[config.mk]
export PLATFORM = sky130hd
export DESIGN_NAME = snax_alu_acc
export DESIGN_NICKNAME = d
export VERILOG_FILES = /design/src/rtl/snax_alu_pkg.sv /design/src/rtl/snax_alu_out_reg.sv /design/src/rtl/snax_alu_acc.sv
export SDC_FILE = /design/constraint.sdc
export NUM_CORES = 1
export LEC_CHECK = 0
export CAP_MARGIN = 20
export CORE_ASPECT_RATIO = 1.5
export CORE_MARGIN = 1.5
export CORE_UTILIZATION = 42
export DETAILED_ROUTE_END_ITERATION = 6
export DONT_BUFFER_PORTS = 1
export PLACE_DENSITY_LB_ADDON = 0.05
export SYNTH_ARGS = -nofsm -noshare
export SYNTH_HDL_FRONTEND = slang
export SYNTH_HIERARCHICAL = 1
export SYNTH_SLANG_ARGS = --single-unit
[constraint.sdc]
create_clock -name clk_i -period 5.7 [get_ports clk_i]
set_input_delay 0.855 -clock clk_i [delete_from_list [all_inputs] [get_ports clk_i]]
set_output_delay 0.855 -clock clk_i [all_outputs]
set_load 0.1 [all_outputs]
[src/rtl/snax_alu_pkg.sv]
// Shared types and constants for the SNAX ALU result accumulator.
package snax_alu_pkg;

    localparam int unsigned DefDataWidth = 64;
    localparam int unsigned DefLenWidth  = 16;

    localparam logic AccModePass = 1'b0;
    localparam logic AccModeSum  = 1'b1;

    typedef enum logic [1:0] {
        StIdle  = 2'd0,
        StRun   = 2'd1,
        StFlush = 2'd2
    } state_e;

endpackage

[src/rtl/snax_alu_out_reg.sv]
// Single-entry valid/ready output register; load and drain may happen in the same cycle.
module snax_alu_out_reg #(
    parameter int unsigned DataWidth = 64
) (
    input  logic                 clk_i,
    input  logic                 rst_ni,
    input  logic                 load_i,
    input  logic [DataWidth-1:0] data_i,
    output logic [DataWidth-1:0] data_o,
    output logic                 valid_o,
    input  logic                 ready_i
);

    logic [DataWidth-1:0] data_q, data_d;
    logic                 valid_q, valid_d;

    always_comb begin
        data_d  = data_q;
        valid_d = valid_q;
        if (load_i) begin
            data_d  = data_i;
            valid_d = 1'b1;
        end else if (ready_i) begin
            valid_d = 1'b0;
        end
    end

    always_ff @(posedge clk_i or negedge rst_ni) begin
        if (!rst_ni) begin
            data_q  <= '0;
            valid_q <= 1'b0;
        end else begin
            data_q  <= data_d;
            valid_q <= valid_d;
        end
    end

    assign data_o  = data_q;
    assign valid_o = valid_q;

endmodule

[src/rtl/snax_alu_acc.sv]
// Consumes the SNAX ALU PE result stream; sums a job's results or forwards each one.
//
// state   | meaning
// StIdle  | waiting for start, PE stalled
// StRun   | accepting len results from the PE
// StFlush | waiting for the final result to leave the output register
module snax_alu_acc
    import snax_alu_pkg::*;
#(
    parameter int unsigned DataWidth = DefDataWidth,
    parameter int unsigned LenWidth  = DefLenWidth
) (
    input  logic                 clk_i,
    input  logic                 rst_ni,
    input  logic [DataWidth-1:0] c_i,
    input  logic                 c_valid_i,
    output logic                 c_ready_o,
    output logic                 acc_ready_o,
    input  logic                 start_i,
    input  logic [LenWidth-1:0]  cfg_len_i,
    input  logic                 cfg_acc_en_i,
    output logic [DataWidth-1:0] out_o,
    output logic                 out_valid_o,
    input  logic                 out_ready_i,
    output logic                 busy_o,
    output logic                 done_o
);

    state_e               state_q, state_d;
    logic [LenWidth-1:0]  len_q, len_d;
    logic [LenWidth-1:0]  cnt_q, cnt_d;
    logic                 mode_q, mode_d;
    logic [DataWidth-1:0] acc_q, acc_d;
    logic                 done_zero_q, done_zero_d;

    logic                 out_valid;
    logic                 out_load;
    logic [DataWidth-1:0] out_data;
    logic                 flush_done;
    logic                 c_ready;
    logic                 hs;
    logic                 last;
    logic [DataWidth-1:0] acc_sum;

    // Ready toward the PE is combinational from out_ready_i to keep full throughput.
    assign c_ready = (state_q == StRun) && (!out_valid || out_ready_i);
    assign hs      = c_valid_i && c_ready;
    assign last    = (cnt_q == len_q - LenWidth'(1));
    assign acc_sum = acc_q + c_i;

    always_comb begin
        state_d     = state_q;
        len_d       = len_q;
        cnt_d       = cnt_q;
        mode_d      = mode_q;
        acc_d       = acc_q;
        done_zero_d = 1'b0;
        flush_done  = 1'b0;
        out_load    = 1'b0;
        out_data    = c_i;
        unique case (state_q)
            StIdle: begin
                if (start_i) begin
                    if (cfg_len_i != '0) begin
                        state_d = StRun;
                        len_d   = cfg_len_i;
                        mode_d  = cfg_acc_en_i;
                        cnt_d   = '0;
                        acc_d   = '0;
                    end else begin
                        done_zero_d = 1'b1;
                    end
                end
            end
            StRun: begin
                if (hs) begin
                    cnt_d = cnt_q + LenWidth'(1);
                    if (mode_q == AccModeSum) begin
                        if (last) begin
                            out_load = 1'b1;
                            out_data = acc_sum;
                            acc_d    = '0;
                        end else begin
                            acc_d = acc_sum;
                        end
                    end else begin
                        out_load = 1'b1;
                    end
                    if (last) begin
                        state_d = StFlush;
                    end
                end
            end
            StFlush: begin
                if (!out_valid || out_ready_i) begin
                    flush_done = 1'b1;
                    state_d    = StIdle;
                end
            end
            default: state_d = StIdle;
        endcase
    end

    always_ff @(posedge clk_i or negedge rst_ni) begin
        if (!rst_ni) begin
            state_q     <= StIdle;
            len_q       <= '0;
            cnt_q       <= '0;
            mode_q      <= AccModePass;
            acc_q       <= '0;
            done_zero_q <= 1'b0;
        end else begin
            state_q     <= state_d;
            len_q       <= len_d;
            cnt_q       <= cnt_d;
            mode_q      <= mode_d;
            acc_q       <= acc_d;
            done_zero_q <= done_zero_d;
        end
    end

    snax_alu_out_reg #(
        .DataWidth (DataWidth)
    ) u_out_reg (
        .clk_i   (clk_i),
        .rst_ni  (rst_ni),
        .load_i  (out_load),
        .data_i  (out_data),
        .data_o  (out_o),
        .valid_o (out_valid),
        .ready_i (out_ready_i)
    );

    assign out_valid_o = out_valid;
    assign c_ready_o   = c_ready;
    assign acc_ready_o = c_ready;
    assign busy_o      = (state_q == StRun) || (state_q == StFlush);
    assign done_o      = done_zero_q || flush_done;

endmodule

==> results of run 1 <==
==> final cells by class <==
type	instances	area, µm²
fill	2565	14310
sequential	165	4129
clock inverter	9	115.1
inverter	36	135.1
timing repair buffer	10	83.83
multi-input combinational	978	6884
tap	337	421.7
clock buffer	23	498.0
==> stage by stage <==
step           cells  total power (µW)
3_5_place_dp    1526              7173
5_1_grt         1558              8895
4_1_cts         1558              8431
3_3_place_gp    1525              7163
6_report        1558              8356
2_1_floorplan   1240              6335
==> critical path, stage by stage (launching register included) <==
cell	delay, ns
dfrtp_1	0.45
nor4_1	0.48
nand2_1	0.26
or3_1	0.38
xnor2_1	0.22
nor2_1	0.07
and3_1	0.18
nand4_1	0.22
or3_4	0.78
buf_4	0.42
mux2_4	0.33
mux2_4	0.25
==> power breakdown <==
part | switching, µW | internal (µW)
Clock | 506 | 707
Sequential | 2170 | 1630
Combinational | 1910 | 1430
Total | 4590 | 3760
==> metal layers <==
| layer | vias up | share of wire, % |
|---|---|---|
| met1 | 4263 | 39 |
| met2 | 187 | 53 |
| met4 | 0 | 2.5 |
| met5 | - | 0 |
| met3 | 38 | 4.8 |
| li1 | 4372 | - |
==> layout by cell type, fill, tap and decap left out, drive strengths merged, types with 3 or more instances in the layout <==
cell       n
o211ai     5
clkbuf    23
a21oi     88
o21bai    13
nand2    169
a211oi     8
a31oi      8
o31a       3
or4        4
clkinv     3
a2111oi    3
nor2      62
inv       38
nand4     27
a21boi     3
xnor2     48
o21ai    150
dfrtp    165
xor2      45
nor4      13
nand3     11
o31ai      4
o21a       7
and3      12
mux2      90
a21o      35
ha        68
mux2i      9
nand2b     8
or3        8
and2       9
a22o      14
nor3      10
nor2b     14
buf       10
and4       3
==> final timing paths <==
| path | to | from | slack [ns] | depth (start not counted) |
|---|---|---|---|---|
| min reg2reg | acc_q[6]$_DFFE_PN0P_ | acc_q[6]$_DFFE_PN0P_ | 0.49 | 2 |
| max in group asynchronous | acc_q[3]$_DFFE_PN0P_ | rst_ni | 5.39 | 0 |
| max | u_out_reg/data_o[51]$_DFFE_PN0P_ | len_q[2]$_DFFE_PN0P_ | 1.46 | 11 |
| min in group clk_i | acc_q[6]$_DFFE_PN0P_ | acc_q[6]$_DFFE_PN0P_ | 0.49 | 2 |
| min | cnt_q[15]$_DFFE_PN0P_ | rst_ni | 0.10 | 0 |
| max reg2reg | u_out_reg/data_o[51]$_DFFE_PN0P_ | len_q[2]$_DFFE_PN0P_ | 1.46 | 11 |
==> flip-flops by register name, summed over array words and instances (netlist names) <==
signal,cells
done_zero_q,1
u_out_reg/data_o,64
cnt_q,16
u_out_reg/valid_o,1
len_q,16
acc_q,64
mode_q,1
state_q,2
==> logic make-up (layout without fill, tap and decap cells) <==
kind of cell | Yosys count | count (layout) | synth area share [%]
AO/OA/AOI/OAI | 361 | 361 | 18.94
AND/OR/NAND/NOR | 356 | 356 | 14.65
flip-flops | 165 | 165 | 36.14
multiplexers | 99 | 99 | 11.70
buffers and inverters | 97 | 78 | 3.812
XOR/XNOR | 93 | 93 | 7.130
adder cells (fa/ha/maj) | 69 | 69 | 7.623
==> qor.txt, run 1 <==
Synth top cells by count - nand2_1, dfrtp_1, o21ai_0
Syn_area_per_cell - 9.212 µm²
Ant diodes - 0
Pwr Density - 681.2 nW/µm²
Syn_nets - 1395
Final slew viol count - 0
Sum Neg Setup Slack - 0 ns
Fin util - 46.15%
PortBufs - 0
Worst Path Arrival - 4.57 ns
Most common cell in the netlist - nand2_1
Worst Clk Skew - 0.008755 ns
GR Util met2 - 42.30%
DP HPWL - 23090 µm
Core Area - 26580 µm²
GR peak layer - met2
Setup ws final - 1.464 ns
Hold WC Path Type - in -> async
Met1 Use GR - 25.67%
Worst vdd ir - 0.0003873 V
Cells after Synth - 1240
DP Area - 11650 µm²
Starting Density - 42.98%
CP required - 6.03 ns
Max-Cap Viols - 0
CP startpoint kind - register
Die footprint - 28220 µm²
Initial antenna violation count - 0
Hold-fix buffers, CTS - 0
Warnings from Yosys - 6
CTS root buf - clkbuf_16
DRT iter0 DRCs - 348
Num rows - 73
Fmax - 236.1 MHz
CP Max Fanout - 88
Synthesis-stage register bit count - 165
Dominant cells by area after synthesis - dfrtp_1, mux2_4, ha_1
DR vias/cell - 5.687
GR Util All Layers - 23.01%
Clock Latency Late Sink - 0.45 ns
Vias - 8860
RePlAce Congestion - 0.8924
Die Width - 137.7 µm
Async SR Flop Fraction - 100.0%
Slew @ Worst Pin - 1.053 ns
Post-synth EDFFs - 0
Vias in the first global route - 9355
Mapped cell area - 11420 µm²
H-tree depth - 4
Worst slack, placed - 1.117 ns
Post-CTS sizing - 0
Critical path class - reg -> reg
First-pass GRT wire length - 50050 µm
Reg clk slew, reported paths - 0.07 ns
Final Hold Violating Endpoints - 0
Pleak - 0.005601 µW
Post-CTS setup buffers - 0
Cell area after layout - 12270 µm²
Routed WL - 31050 µm
Overflow after GRT - 0
Register area share after synthesis - 36.14%
Most used DFF post-synth - dfrtp_1
Hold slack - 0.1016 ns
Clock Tree Buf Depth - 2
Share of the synthesized area in the top cell type - 36.14%
Ports - 155
CP endpoint kind - register
Drt pass-1 iters - 6
Final ANT Viol Nets - 0
Largest net degree at the start of global routing - 166
Tcrit/Tclk final - 74.31%
Area Growth Syn to Fin - 7.383%
RSZ-0062 raised after global routing - false
Synth unique cells - 65
TritonCTS clock tree - yes
Share of cells above drive strength 1 - 11.55%
Cts bufs inserted - 17
WL per Instance - 19.93 µm
Final setup viols - 0
Chip Height - 205.0 µm
Outcome - finished clean
GRT met3 Usage - 4.355%
Rel. slew slack - 29.62%
CTS sink count - 165
Synth area leader - dfrtp_1
Final net count - 1363
DRC Markers - 0
Tmin final - 4.236 ns
Power figures use the tool's default switching activity.
==> inputs of run 2 (changes only) <==
==> constraint.sdc (replaced) <==
create_clock -name clk_i -period 4.3 [get_ports clk_i]
set_input_delay 0.645 -clock clk_i [delete_from_list [all_inputs] [get_ports clk_i]]
set_output_delay 0.645 -clock clk_i [all_outputs]
set_load 0.1 [all_outputs]
==> run 2 against run 1 <==
The flow now finishes with violations (negative hold slack); die area unchanged; fmax up 8.0%; non-clock buffer count up 14; hold slack worse by 0.22 ns.
==> qor.txt, run 2 (synthesis results as in run 1) <==
RSZ-0062 raised after global routing - false
Cts bufs inserted - 17 (unchanged)
Starting Density - 42.98% (unchanged)
Ant diodes - 0 (unchanged)
RePlAce Congestion - 0.9082 (+1.8%)
TritonCTS clock tree - yes
Outcome - complete, but fails checks
First-pass GRT wire length - 49980 µm (-0.15%)
CP required - 4.65 ns (-1.38 ns)
Final Hold Violating Endpoints - 165 (+165)
Sum Neg Setup Slack - 0 ns (unchanged)
DRC Markers - 0 (unchanged)
Share of cells above drive strength 1 - 12.71% (+1.2 points)
Worst Clk Skew - 0.009806 ns (+0.001051 ns)
H-tree depth - 4 (unchanged)
Critical path class - reg -> reg
Routed WL - 31380 µm (+1.1%)
Area Growth Syn to Fin - 8.740%
Ports - 155 (unchanged)
Drt pass-1 iters - 5 (-1)
Hold WC Path Type - in -> async
CTS sink count - 165 (unchanged)
Failing checks - negative hold slack
Chip Height - 205.0 µm (unchanged)
CP startpoint kind - register
Commonest non-fill, non-tap cells in the layout - nand2_1, dfrtp_1, o21ai_0, a21oi_1, ha_1
Core Area - 26580 µm² (unchanged)
Vias - 8866 (+0.068%)
Vias in the first global route - 9372 (+0.18%)
Largest net degree at the start of global routing - 166 (unchanged)
Max-Cap Viols - 0 (unchanged)
GR Util All Layers - 23.13% (+0.12 points)
Tmin final - 3.921 ns (-0.3154 ns)
DR vias/cell - 5.640 (-0.82%)
DP HPWL - 23540 µm (+1.9%)
CP endpoint kind - register
Initial antenna violation count - 0 (unchanged)
Worst Path Arrival - 4.27 ns (-0.30 ns)
Final setup viols - 0 (unchanged)
Die Width - 137.7 µm (unchanged)
PortBufs - 0 (unchanged)
Post-CTS sizing - 0 (unchanged)
CTS root buf - clkbuf_16
Clock Latency Late Sink - 0.46 ns (about the same)
DRT iter0 DRCs - 232 (-33%)
Hold slack - -0.1178 ns (-0.2194 ns)
R2R depth - 14 (+3)
Commonest non-fill, non-tap cell in the layout - nand2_1
Final ANT Viol Nets - 0 (unchanged)
Rel. slew slack - 34.56% (+4.9 points)
Multi-input logic area - 6884 µm² (unchanged)
Tcrit/Tclk final - 91.18% (+17 points)
Final slew viol count - 0 (unchanged)
Layout fillers - 2583 (+0.70%)
Fmax - 255.1 MHz (+8.0%)
WL per Instance - 19.96 µm (+0.16%)
Num rows - 73 (unchanged)
Reg clk slew, reported paths - 0.07 ns (about the same)
Die footprint - 28220 µm² (unchanged)
CP Max Fanout - 84 (-4.5%)
Final net count - 1377 (+1.0%)
Overflow after GRT - 0 (unchanged)
Clock Tree Buf Depth - 2 (unchanged)
Register area - 4129 µm² (unchanged)
Slew @ Worst Pin - 0.9780 ns (-0.07520 ns)
Post-CTS setup buffers - 0 (unchanged)
==> run 2: cell type report <==
class	instances	share of cell area [%]
multi-input cells	978	55.42
well taps	337	3.394
flip-flops and latches	165	33.24
repair buffers	24	1.853
inverters	36	1.088
clock inverters	13	1.360
clock buffers	19	3.646
==> run 2: critical path, stage by stage, from the launching register on <==
cell,delay [ns]
dfrtp_1,0.44
inv_1,0.09
ha_1,0.20
nor3b_1,0.20
buf_4,0.15
nand2_1,0.12
or4_1,0.51
xor2_1,0.17
nor2_1,0.05
a21oi_1,0.20
nand4_1,0.32
or3_4,0.45
buf_12,0.20
mux2_4,0.35
mux2_4,0.25
==> run 2: final timing paths <==
| path | end | slack [ns] | startpoint |
|---|---|---|---|
| setup / recovery | u_out_reg/data_o[39]$_DFFE_PN0P_ | 0.38 | len_q[0]$_DFFE_PN0P_ |
| hold / removal | cnt_q[15]$_DFFE_PN0P_ | -0.12 | rst_ni |
| setup reg to reg | u_out_reg/data_o[39]$_DFFE_PN0P_ | 0.38 | len_q[0]$_DFFE_PN0P_ |
| hold reg to reg | acc_q[41]$_DFFE_PN0P_ | 0.49 | acc_q[41]$_DFFE_PN0P_ |
| max in group asynchronous | u_out_reg/data_o[10]$_DFFE_PN0P_ | 4.18 | rst_ni |
| min in group clk_i | mode_q$_DFFE_PN0P_ | 0.30 | cfg_acc_en_i |
==> run 2: per-stage QoR <==
step	hold WS, ns	area [µm²]	util [%]	instances	setup WS [ns]
floorplan	0.3494	11420	-	1240	0.6822
global placement	0.3545	11800	44.40	1540	0.3016
detailed placement	0.3549	11800	44.40	1540	0.2663
CTS	-0.1428	12420	46.74	1572	0.4009
global route	-0.1430	12420	46.74	1572	0.06216
finish	-0.1178	12420	46.74	1572	0.3795
==> run 2: metal layers <==
metal | up-vias | track usage, % | wire, µm
met1 | 4237 | 25.22 | 12200
met2 | 178 | 42.41 | 16760
met5 | - | 0 | 0
met4 | 0 | 9.173 | 861
li1 | 4392 | - | -
met3 | 59 | 5.370 | 1553
Power of run 2 is left out: the tool's default activity adds up to more than one toggle a clock period on the data nets, which glitch-free logic cannot reach.
==> inputs of run 3 (changes only) <==
--- a/config.mk
+++ b/config.mk
@@ -7,8 +7,8 @@
 export LEC_CHECK = 0
 export CAP_MARGIN = 20
 export CORE_ASPECT_RATIO = 1.5
-export CORE_MARGIN = 1.5
 export CORE_UTILIZATION = 42
+export CTS_CLUSTER_SIZE = 20
 export DETAILED_ROUTE_END_ITERATION = 6
 export DONT_BUFFER_PORTS = 1
 export PLACE_DENSITY_LB_ADDON = 0.05
==> run 3 against run 2 <==
The flow still finishes with violations (negative hold slack); worst setup slack worse by 0.035 ns; critical path depth fell by 4; cell count is 0.13% higher; largest cell class unchanged.
==> qor.txt, run 3 (synthesis results as in run 1) <==
Core Area - 26580 µm² (unchanged)
Share of cells above drive strength 1 - 12.69% (-0.021 points)
Final net count - 1379 (+0.15%)
Routed WL - 31410 µm (about the same)
Top Layer Used - met4
Register area - 4129 µm² (unchanged)
Area Growth Syn to Fin - 8.061%
DRC Markers - 0 (unchanged)
Ports - 155 (unchanged)
CP max stage delay - 0.60 ns (+0.09 ns)
Commonest non-fill, non-tap cells in the layout - nand2_1, dfrtp_1, o21ai_0, a21oi_1, ha_1
Worst Path Arrival - 4.29 ns (+0.02 ns)
Post-CTS setup buffers - 0 (unchanged)
CTS sink count - 165 (unchanged)
Overflow after GRT - 0 (unchanged)
TritonCTS clock tree - yes
Final slew viol count - 0 (unchanged)
Ant diodes - 0 (unchanged)
Met2 WL post-DR - 16760 µm (about the same)
GR Util All Layers - 23.64% (+0.51 points)
Cts bufs inserted - 17 (unchanged)
Final ANT Viol Nets - 0 (unchanged)
Initial antenna violation count - 0 (unchanged)
WL per Instance - 19.95 µm (about the same)
Hold WC Path Type - in -> async
Outcome - complete, but fails checks
Multi-input logic area - 6884 µm² (unchanged)
Critical path class - reg -> reg
H-tree depth - 4 (unchanged)
Reg clk slew, reported paths - 0.07 ns (about the same)
Drt pass-1 iters - 4 (-1)
Max-Cap Viols - 0 (unchanged)
Die footprint - 27880 µm² (-1.2%)
Met3 wire length - 1449 µm (-6.7%)
DR vias/cell - 5.630 (-0.17%)
Failing checks - negative hold slack
Layout fillers - 2582 (-0.039%)
Fmax - 252.8 MHz (-0.89%)
Post-CTS sizing - 0 (unchanged)
PortBufs - 0 (unchanged)
Slowest cell on crit path - or4_4
CP required - 4.63 ns (-0.02 ns)
R2R depth - 10 (-4)
Final Hold Violating Endpoints - 165 (unchanged)
Worst Path Buf+Inv - 1 (-2)
Worst-path cell chain - or4_4 > or3_4 > nor4_4 > xnor2_1 > nor4_2 > nand4_1 > or3_4 > buf_4 > mux2_4 > mux2_4
CP Max Fanout - 31 (-63%)
Clock Latency Late Sink - 0.46 ns (about the same)
Crit path depth - 10 (-4)
Commonest non-fill, non-tap cell in the layout - nand2_1
Sum Neg Setup Slack - 0 ns (unchanged)
Final setup viols - 0 (unchanged)
CTS root buf - clkbuf_16
Crit path max-delay family - simple AND/OR/NAND/NOR gates
Tcrit/Tclk final - 92.00% (+0.82 points)
Chip Height - 204.0 µm (-0.49%)
RePlAce Congestion - 0.9344 (+2.9%)
CP startpoint kind - register
Hold slack - -0.1162 ns (+0.001678 ns)
Slew @ Worst Pin - 1.000 ns (+0.02234 ns)
Die Width - 136.7 µm (-0.73%)
DRT iter0 DRCs - 271 (+17%)
Vias - 8862 (-0.045%)
Largest net degree at the start of global routing - 166 (unchanged)
Worst Clk Skew - 0.01145 ns (+0.001644 ns)
Vias in the first global route - 9214 (-1.7%)
First-pass GRT wire length - 50250 µm (+0.54%)
Tmin final - 3.956 ns (+0.03527 ns)
Clock Tree Buf Depth - 2 (unchanged)
RSZ-0062 raised after global routing - false
Starting Density - 42.98% (unchanged)
CP endpoint kind - register
Num rows - 73 (unchanged)
DP HPWL - 23890 µm (+1.5%)
Rel. slew slack - 33.07% (-1.5 points)
WL met1 - 12210 µm (about the same)
## run 3: per-layer routing
| metal | vias to the layer above | global-route usage [%] |
|---|---|---|
| li1 | 4402 | - |
| met1 | 4224 | 25.52 |
| met2 | 190 | 43.42 |
| met3 | 46 | 4.886 |
| met4 | 0 | 10.71 |
| met5 | - | 0 |
## run 3: path summary, 6_finish.rpt
check,startpoint,endpoint,slack [ns]
worst min register to register,acc_q[45]$_DFFE_PN0P_,acc_q[45]$_DFFE_PN0P_,0.48
worst min-delay path,rst_ni,cnt_q[8]$_DFFE_PN0P_,-0.12
worst max-delay path,len_q[7]$_DFFE_PN0P_,u_out_reg/data_o[57]$_DFFE_PN0P_,0.34
min in group clk_i,cfg_acc_en_i,mode_q$_DFFE_PN0P_,0.31
max in group asynchronous,rst_ni,acc_q[5]$_DFFE_PN0P_,4.15
worst max register to register,len_q[7]$_DFFE_PN0P_,u_out_reg/data_o[57]$_DFFE_PN0P_,0.34
## run 3: worst register-to-register path, cell delays in order, from the launching register on
cell	delay [ns]
dfrtp_1	0.45
or4_4	0.60
or3_4	0.37
nor4_4	0.23
xnor2_1	0.11
nor4_2	0.34
nand4_1	0.34
or3_4	0.53
buf_4	0.28
mux2_4	0.35
mux2_4	0.26
## run 3: final cells by class
class / count / area share (%)
Clock inverter: 12 / 0.6690
Clock buffer: 20 / 3.618
Multi-Input combinational cell: 978 / 55.77
Timing Repair Buffer: 26 / 1.987
Inverter: 36 / 1.095
Sequential cell: 165 / 33.45
Tap cell: 337 / 3.416
## run 3: stage by stage
step                utilization (%)  hold slack, ns  setup slack [ns]  instance area, µm²  std cells
finish                        46.44         -0.1162            0.3442               12340       1574
floorplan                         -          0.3494            0.6822               11420       1240
global route                  46.44         -0.1415            0.1535               12340       1574
global placement              44.45          0.3554            0.2342               11820       1542
detailed placement            44.45          0.3561            0.2010               11820       1542
CTS                           46.44         -0.1341            0.3285               12340       1574
Power of run 3 is left out for the same reason.
